--- config.mk ---
export PLATFORM = sky130hd
export DESIGN_NAME = div_iter
export DESIGN_NICKNAME = d
export VERILOG_FILES = /design/src/rtl/div_pkg.sv /design/src/rtl/div_step.sv /design/src/rtl/div_iter.sv
export SDC_FILE = /design/constraint.sdc
export NUM_CORES = 1
export LEC_CHECK = 0
export CORE_ASPECT_RATIO = 0.6
export CORE_UTILIZATION = 38
export DETAILED_ROUTE_END_ITERATION = 8
export DONT_BUFFER_PORTS = 1
export GPL_TIMING_DRIVEN = 0
export PLACE_DENSITY_LB_ADDON = 0.05
export SYNTH_ARGS = -nofsm -noshare
export SYNTH_HDL_FRONTEND = slang
export SYNTH_SLANG_ARGS = --single-unit
export TNS_END_PERCENT = 10
--- constraint.sdc ---
create_clock -name clk -period 11.6 [get_ports clk]
set_clock_uncertainty 0.05 [all_clocks]
set_input_delay 2.32 -clock clk [delete_from_list [all_inputs] [get_ports clk]]
set_output_delay 2.32 -clock clk [all_outputs]
set_load 0.02 [all_outputs]
--- src/rtl/div_pkg.sv ---
// Shared types and constants for the iterative restoring divider.
package div_pkg;

  localparam int DIV_WIDTH_DEF = 32;

  typedef enum logic [1:0] {
    S_IDLE = 2'd0,
    S_CALC = 2'd1,
    S_FIX  = 2'd2,
    S_DONE = 2'd3
  } div_state_e;

endpackage

--- src/rtl/div_step.sv ---
// One combinational restoring shift-subtract step: shift in the next dividend
// bit, subtract the divisor if it fits, emit the quotient bit.
module div_step #(
  parameter int WIDTH = 32
) (
  input  logic [WIDTH-1:0] rem_in,
  input  logic             bit_in,
  input  logic [WIDTH-1:0] divisor,
  output logic [WIDTH-1:0] rem_out,
  output logic             q_bit
);

  logic [WIDTH:0] shifted;
  logic [WIDTH:0] diff;

  // rem_in < divisor, so the shifted value fits WIDTH+1 bits and a set top
  // bit of the difference means the divisor did not fit.
  assign shifted = {rem_in, bit_in};
  assign diff    = shifted - {1'b0, divisor};
  assign q_bit   = ~diff[WIDTH];
  assign rem_out = q_bit ? diff[WIDTH-1:0] : shifted[WIDTH-1:0];

endmodule

--- src/rtl/div_iter.sv ---
// Iterative signed/unsigned divider, one quotient bit per cycle, MIPS-style
// results. Defining DIV_CANCEL_EN adds a cancel port that flushes any operation.
module div_iter
  import div_pkg::*;
#(
  parameter int WIDTH = DIV_WIDTH_DEF
) (
  input  logic             clk,
  input  logic             rst,
`ifdef DIV_CANCEL_EN
  input  logic             cancel,
`endif
  input  logic             in_valid,
  output logic             in_ready,
  input  logic             sign,
  input  logic [WIDTH-1:0] dividend,
  input  logic [WIDTH-1:0] divisor,
  output logic             out_valid,
  input  logic             out_ready,
  output logic [WIDTH-1:0] quotient,
  output logic [WIDTH-1:0] remainder,
  output logic             div_zero,
  output logic             busy
);

  localparam int CW = $clog2(WIDTH + 1);
  localparam logic [CW-1:0] LAST_STEP = CW'(WIDTH - 1);

  div_state_e       state_q, state_d;
  logic [CW-1:0]    cnt_q, cnt_d;
  logic [WIDTH-1:0] rem_q, rem_d;
  logic [WIDTH-1:0] dq_q, dq_d;
  logic [WIDTH-1:0] dvs_q, dvs_d;
  logic             neg_quo_q, neg_quo_d;
  logic             neg_rem_q, neg_rem_d;
  logic [WIDTH-1:0] quotient_q, quotient_d;
  logic [WIDTH-1:0] remainder_q, remainder_d;
  logic             div_zero_q, div_zero_d;

  logic             cancel_w;
  logic             accept;
  logic             divisor_zero;
  logic             dvd_neg;
  logic             dvs_neg;
  logic [WIDTH-1:0] step_rem;
  logic             step_q_bit;

`ifdef DIV_CANCEL_EN
  assign cancel_w = cancel;
`else
  assign cancel_w = 1'b0;
`endif

  assign accept       = in_valid && in_ready;
  assign divisor_zero = (divisor == '0);
  assign dvd_neg      = sign && dividend[WIDTH-1];
  assign dvs_neg      = sign && divisor[WIDTH-1];

  // dq_q starts as |dividend| and fills with quotient bits from the bottom.
  div_step #(.WIDTH(WIDTH)) u_step (
    .rem_in  (rem_q),
    .bit_in  (dq_q[WIDTH-1]),
    .divisor (dvs_q),
    .rem_out (step_rem),
    .q_bit   (step_q_bit)
  );

  // NOTE: non-blocking assignments so every flop samples pre-edge values.
  always_ff @(posedge clk or posedge rst) begin
    if (rst) begin
      state_q <= S_IDLE;
    end else begin
      state_q <= state_d;
    end
  end

  always_comb begin
    state_d = state_q;
    case (state_q)
      S_IDLE:  if (accept) state_d = divisor_zero ? S_DONE : S_CALC;
      S_CALC:  if (cnt_q == LAST_STEP) state_d = S_FIX;
      S_FIX:   state_d = S_DONE;
      S_DONE:  if (out_ready) state_d = S_IDLE;
      default: state_d = S_IDLE;
    endcase
    if (cancel_w) state_d = S_IDLE;
  end

  always_comb begin
    in_ready  = (state_q == S_IDLE);
    busy      = (state_q != S_IDLE);
    out_valid = (state_q == S_DONE);
  end

  always_comb begin
    // NOTE: every _d defaults to its _q first, so no path can infer a latch.
    cnt_d       = cnt_q;
    rem_d       = rem_q;
    dq_d        = dq_q;
    dvs_d       = dvs_q;
    neg_quo_d   = neg_quo_q;
    neg_rem_d   = neg_rem_q;
    quotient_d  = quotient_q;
    remainder_d = remainder_q;
    div_zero_d  = div_zero_q;
    if (cancel_w) begin
      cnt_d = '0;
    end else begin
      case (state_q)
        S_IDLE: begin
          if (accept) begin
            cnt_d     = '0;
            rem_d     = '0;
            dq_d      = dvd_neg ? -dividend : dividend;
            dvs_d     = dvs_neg ? -divisor : divisor;
            neg_quo_d = dvd_neg ^ dvs_neg;
            neg_rem_d = dvd_neg;
            if (divisor_zero) begin
              quotient_d  = '1;
              remainder_d = dividend;
              div_zero_d  = 1'b1;
            end
          end
        end
        S_CALC: begin
          rem_d = step_rem;
          dq_d  = {dq_q[WIDTH-2:0], step_q_bit};
          cnt_d = cnt_q + CW'(1);
        end
        S_FIX: begin
          quotient_d  = neg_quo_q ? -dq_q : dq_q;
          remainder_d = neg_rem_q ? -rem_q : rem_q;
          div_zero_d  = 1'b0;
        end
        default: ;
      endcase
    end
  end

  always_ff @(posedge clk or posedge rst) begin
    if (rst) begin
      cnt_q       <= '0;
      rem_q       <= '0;
      dq_q        <= '0;
      dvs_q       <= '0;
      neg_quo_q   <= 1'b0;
      neg_rem_q   <= 1'b0;
      quotient_q  <= '0;
      remainder_q <= '0;
      div_zero_q  <= 1'b0;
    end else begin
      cnt_q       <= cnt_d;
      rem_q       <= rem_d;
      dq_q        <= dq_d;
      dvs_q       <= dvs_d;
      neg_quo_q   <= neg_quo_d;
      neg_rem_q   <= neg_rem_d;
      quotient_q  <= quotient_d;
      remainder_q <= remainder_d;
      div_zero_q  <= div_zero_d;
    end
  end

  assign quotient  = quotient_q;
  assign remainder = remainder_q;
  assign div_zero  = div_zero_q;

endmodule

After elaboration in Yosys (flattened, before gate mapping)
Cells that the tools add are included.
Word-level totals
  register bits: 171
  input port bits: 69
  memories: 0
  latch bits: 0
  logic and storage cells: 63
  output and inout bits: 68
  RAM bits: 0
  ROM bits: 0
Cells by class
  $add $sub $neg: 6
  shift operators: 0
  reduce and logical (&&, ||, !) cells: 12
  mux-type cells: 25
  divide/modulo/power cells: 0
  order comparisons: 0
  multipliers: 0
  equality and inequality tests: 8
  bitwise gates (word level): 2
Operators by type and width (count)
  $mux 32: 11
  $pmux 32 s2: 4
  $neg 32->32: 4
  $sub 33x32->33: 1
  $logic_not 32->1: 1
  $pmux 6 s2: 1
  $mux 2: 4
  $pmux 2 s4: 1
  $add 6x1->6 const B: 1
  $eq 6x5->1 const B: 1
  $mux 6: 1
  $ne 2x1->1 const B: 3
  $reduce_and 3->1: 2
  $reduce_bool 2->1: 3
  $eq 2x2->1 const B: 2
  $reduce_and 2->1: 2
  $logic_and 1x1->1: 3
  $eq 2x1->1 const B: 1
  $logic_not 2->1: 1
  $mux 1: 2
  $ne 2x2->1 const B: 1
  $pmux 1 s2: 1
  $not 1->1: 1
  $xor 1x1->1: 1

Logic depth before layout (Yosys ltp)
  depth in word-level cells: 4
  gate-level depth with buffers: 13
  mapped depth without buffers: 12

By module
Synthesis repeated with hierarchy kept, for this count alone.
Unflattened totals
  cells, all modules: 1387
  area, all modules: 12085.3 sq um
By module, submodules not included
  div_iter: cells an instance 1082, area an instance 9726.8 sq um, seq. area each 4279.1 sq um, times used 1
  div_step: cells an instance 305, area an instance 2358.5 sq um, seq. area each 0.0 sq um, times used 1

Worst setup path after synthesis
OpenSTA, ideal clock, no wires.
  path type: input to register
  start: in divisor[6]
  end: reg quotient_q[10], in the netlist quotient[10]
  required time: 11.409 ns
  library setup time: 0.141 ns
  data arrival time: 4.540 ns
  stages on the path: 10
  path buffers: 3
  slack: 6.869 ns
  path through: or4_1 > or3_1 > nor4_2 > and2_0 > clkbuf_1 > nand4_1 > o21ai_1 > buf_2 > buf_2 > a31oi_1
On the way
  cells in the longest elaborated chain, start to end: 3
RTL lines
  start: declaration: RTL line div_iter.sv:17  | input logic [WIDTH-1:0] divisor,
  $logic_not 32->1: RTL line div_iter.sv:55  | assign divisor_zero = (divisor == '0);
  $ne 2x1->1 (no line)
  $reduce_and 3->1 (no line)
  end signal: assignment: RTL line div_iter.sv:158  | quotient_q <= quotient_d;
  end: declaration: RTL line div_iter.sv:36  | logic [WIDTH-1:0] quotient_q, quotient_d;
No other way between the ends.
A chain may end at the register's enable or synchronous reset.

Worst setup path after layout
  start: in divisor[6]
  end: reg remainder_q[24], in the netlist remainder[24]
On the way
  cells in the longest elaborated chain, start to end: 3
RTL lines
  $logic_not 32->1: RTL line div_iter.sv:55
  $ne 2x1->1 (no line)
  $reduce_and 3->1 (no line)
  end signal: assignment: RTL line div_iter.sv:159  | remainder_q <= remainder_d;
  end: declaration: RTL line div_iter.sv:37  | logic [WIDTH-1:0] remainder_q, remainder_d;
No other way between the ends.

==> impl_metrics.ini <==
[hold_path]
hold_start = dvs_q[9]
hp-class = reg2reg
holdPathEnd = dvs_q[9]
hold_depth = 2

[power_and_ir_drop]
peakVddDrop_mv = 0.1217
p_switching_uw = 2137
combPwrFrac_pct = 56.3
p_clk_share_pct = 14.2
p_int_uw = 2087
powerDensity_nw_per_um2 = 333.8
pwr-share-seq_pct = 29.5
switching_share_pct = 50.59
p_leak_uw = 0.005330

[synthesis]
yosys_warnings = 0
syn_nets = 1516
synth_area_per_cell_um2 = 8.209
async_flop_share_pct = 100.0
syn-cell-area_um2 = 11530
synth_edf_count = 0
ys_seq_elements = 171
synth_cells = 1405
dominantRegCellSynth = dfrtp_1
ys_seq_area_share_pct = 37.10
synth_cell_type_count = 61

[clock_tree]
clk_pin_slew_worst_paths_ns = 0.07
clockRootBuffer = clkbuf_16
cts_sinks = 171
post-cts-setup-buffers = 0
hold_buffers = 0
clk_path_buf_depth = 2
clkLatencyLatePin_ns = 0.45
cts_inserted_buffers = 17
ctsHtreeMaxLevel = 4
post_cts_resized = 0
tritoncts = yes

[global_route]
grt_antenna_before_repair = 0
grt_pass1_vias = 9578
grt_overflow = 0
grt_pass1_wl_um = 60440
grt_max_degree = 112
track_usage_pct = 26.52

[timing]
tightest_slew_ns = 0.9749
fin_hold_ws_ns = 0.4295
fmax_mhz = 191.6
rsz0062_at_grt = no
setup_tns_ns = 0
max_slew_margin_pct = 33.33
report.final.slew_viol_count = 0
setup_violations = 0
final.period_utilization_pct = 45.00
hold_viol_final = 0
period_minus_slack_ns = 5.220

[floorplan]
rows = 48
fp.dieH_um = 136.9
ioPinCount = 137
die_w_um = 226.9
start_util_pct = 39.35
fp.coreArea_um2 = 29310
die_area_um2 = 31070

[layout]
multiInputGateArea_um2 = 6738
layout.nets = 1536
fill_cells = 3036
area_delta_synth_final_pct = 9.698
final_cell_count_no_fill = 1836
finalCoreUtilization_pct = 43.17
diodes = 0
seq_area_um2 = 4279
finish.instance_area_um2 = 12650
drive_gt1_share_pct = 4.178

[place]
gp_congestion = 0.9419
port_buffers = 0
dpl.hpwl_um = 32100
dp_cells = 1806
placed_area_um2 = 12070

[detailed_routing]
dr.pass1.iters = 5
antenna_left = 0
avgViaCountPerCell = 5.683
vias = 10430
drtIter0Drc = 973
wire_per_inst_um = 21.85
drc = 0
routed_wl_um = 40120

[critical_path]
max_stage_delay_ns = 0.55
startpoint_type = input pin
cp_max_fo = 10
crit_type = in2reg
crit_family = simple AND/OR/NAND/NOR gates
crit_required_ns = 11.92
r2r-end = rem_q[6]
worst_path_most_repeated_cell = clkbuf_1
crit_buf_inv = 3
cp.arrival_ns = 5.54
reg2reg_from = dq_q[31]
r2r_cells = 13
cp_cell_sequence = or4_1 > or3_1 > nor4_2 > and2_0 > clkbuf_1 > nand4_1 > a21boi_1 > buf_2 > clkbuf_1 > o21ai_0
r2r_setup_slack_ns = 7.45
crit_slowest_cell = or4_1
end_kind = flop

[run]
maxCapViolations = 0

[run_status]
status = finished clean
==> power groups by stage <==
stage	sequential (uW)	clock [uW]	combinational [uW]
after floorplan	1150	0	1760
after global placement	1250	0	2330
after detailed placement	1250	0	2340
after CTS	1240	609	2350
after global routing	1280	632	2650
final	1240	600	2380
==> routing by layer <==
layer | part of all wire [%] | track usage, % | vias to the layer above
met5 | 0 | 0 | -
met2 | 35 | 31.35 | 401
met4 | 0.88 | 4.092 | 0
li1 | - | - | 4973
met1 | 54 | 44.09 | 5041
met3 | 10 | 8.716 | 19
==> registers in the layout (all words and copies together) (netlist names) <==
signal,flops
state_q,2
quotient,32
cnt_q,6
neg_rem_q,1
dq_q,32
rem_q,32
div_zero,1
remainder,32
neg_quo_q,1
dvs_q,32
==> worst reg2reg max path, cell delays in order, from the launching register on <==
cell       delay (ns)
dfrtp_1          0.43
inv_1            0.14
ha_1             0.25
fa_1             0.42
nor2b_1          0.21
o2111ai_1        0.22
a31oi_1          0.34
nor3_1           0.19
nor2_1           0.33
a31oi_1          0.18
xnor2_2          0.51
buf_2            0.44
mux2i_1          0.23
o21ai_0          0.08
==> synthesized netlist by cell type, drive strengths merged, types with 3 or more instances <==
| cell type | number | area, um2 |
|---|---|---|
| and4 | 3 | 26.28 |
| o211a | 3 | 30.03 |
| or2 | 6 | 40.04 |
| nand2b | 7 | 43.79 |
| o211ai | 6 | 45.04 |
| nor4 | 9 | 62.56 |
| or4 | 10 | 82.58 |
| and2 | 12 | 75.08 |
| a21boi | 3 | 22.52 |
| nor2b | 9 | 63.81 |
| and3 | 7 | 43.79 |
| a22o | 3 | 26.28 |
| clkbuf | 56 | 210.2 |
| a31oi | 47 | 294.0 |
| inv | 57 | 214.0 |
| nor2 | 113 | 424.2 |
| nand4 | 9 | 56.30 |
| nand2 | 198 | 743.2 |
| a21oi | 106 | 530.5 |
| xor2 | 91 | 797.0 |
| mux2i | 39 | 390.4 |
| o41ai | 12 | 123.9 |
| or3 | 18 | 117.6 |
| a21o | 14 | 105.1 |
| o21a | 6 | 45.04 |
| ha | 41 | 513.0 |
| nor3 | 21 | 105.1 |
| buf | 20 | 92.59 |
| nand3 | 15 | 80.08 |
| xnor2 | 58 | 515.5 |
| a211oi | 3 | 22.52 |
| o21ai | 186 | 930.9 |
| o221ai | 4 | 35.03 |
| o31ai | 24 | 180.2 |
| dfrtp | 171 | 4279 |
==> cells in the final DEF, fill, tap and decap left out, drive strengths merged, types with 12 or more instances in the layout <==
cell type,Yosys,routed
o31ai,24,24
buf,20,21
o41ai,12,12
mux2i,39,39
xnor2,58,58
or3,18,18
o21ai,186,186
clkbuf,56,78
nor2,113,113
nand3,15,15
a21oi,106,106
ha,41,41
a21o,14,14
nand2,198,198
dfrtp,171,171
and2,12,12
xor2,91,91
a31oi,47,47
nor3,21,21
inv,57,57
==> worst max-delay path by stage <==
stage                    start       endpoint  slack, ns  cells past startpoint
floorplan                  rst       cnt_q[0]       4.60                      1
global placement           rst      dvs_q[29]       2.20                      1
detailed placement  divisor[6]  remainder[21]       6.00                     10
CTS                 divisor[6]  remainder[24]       6.46                     10
global route        divisor[6]  remainder[30]       6.18                     10
finish              divisor[6]  remainder[24]       6.38                     10
==> cells by family after synthesis <==
logic type | after synthesis | share of synthesized area (%)
AO/OA/AOI/OAI | 428 | 21.53
XOR/XNOR | 149 | 11.38
adder cells (fa/ha/maj) | 42 | 4.621
buffers and inverters | 133 | 4.480
flip-flops | 171 | 37.10
multiplexers | 39 | 3.385
AND/OR/NAND/NOR | 443 | 17.50
==> metrics by stage <==
stage | power (uW) | setup WS (ns)
floorplan | 2908 | 4.598
global placement | 3583 | 2.199
detailed placement | 3599 | 6.000
CTS | 4207 | 6.463
global route | 4562 | 6.184
finish | 4223 | 6.380
==> cell type report <==
type / count / area share (%)
clock buffer: 22 / 3.669
multi-input combinational: 1101 / 53.25
sequential: 171 / 33.82
buffer: 76 / 2.393
tap: 400 / 3.956
timing repair buffer: 1 / 0.2176
clock inverter: 8 / 0.9395
inverter: 57 / 1.750
No activity file was read; power rests on OpenSTA's default activity.
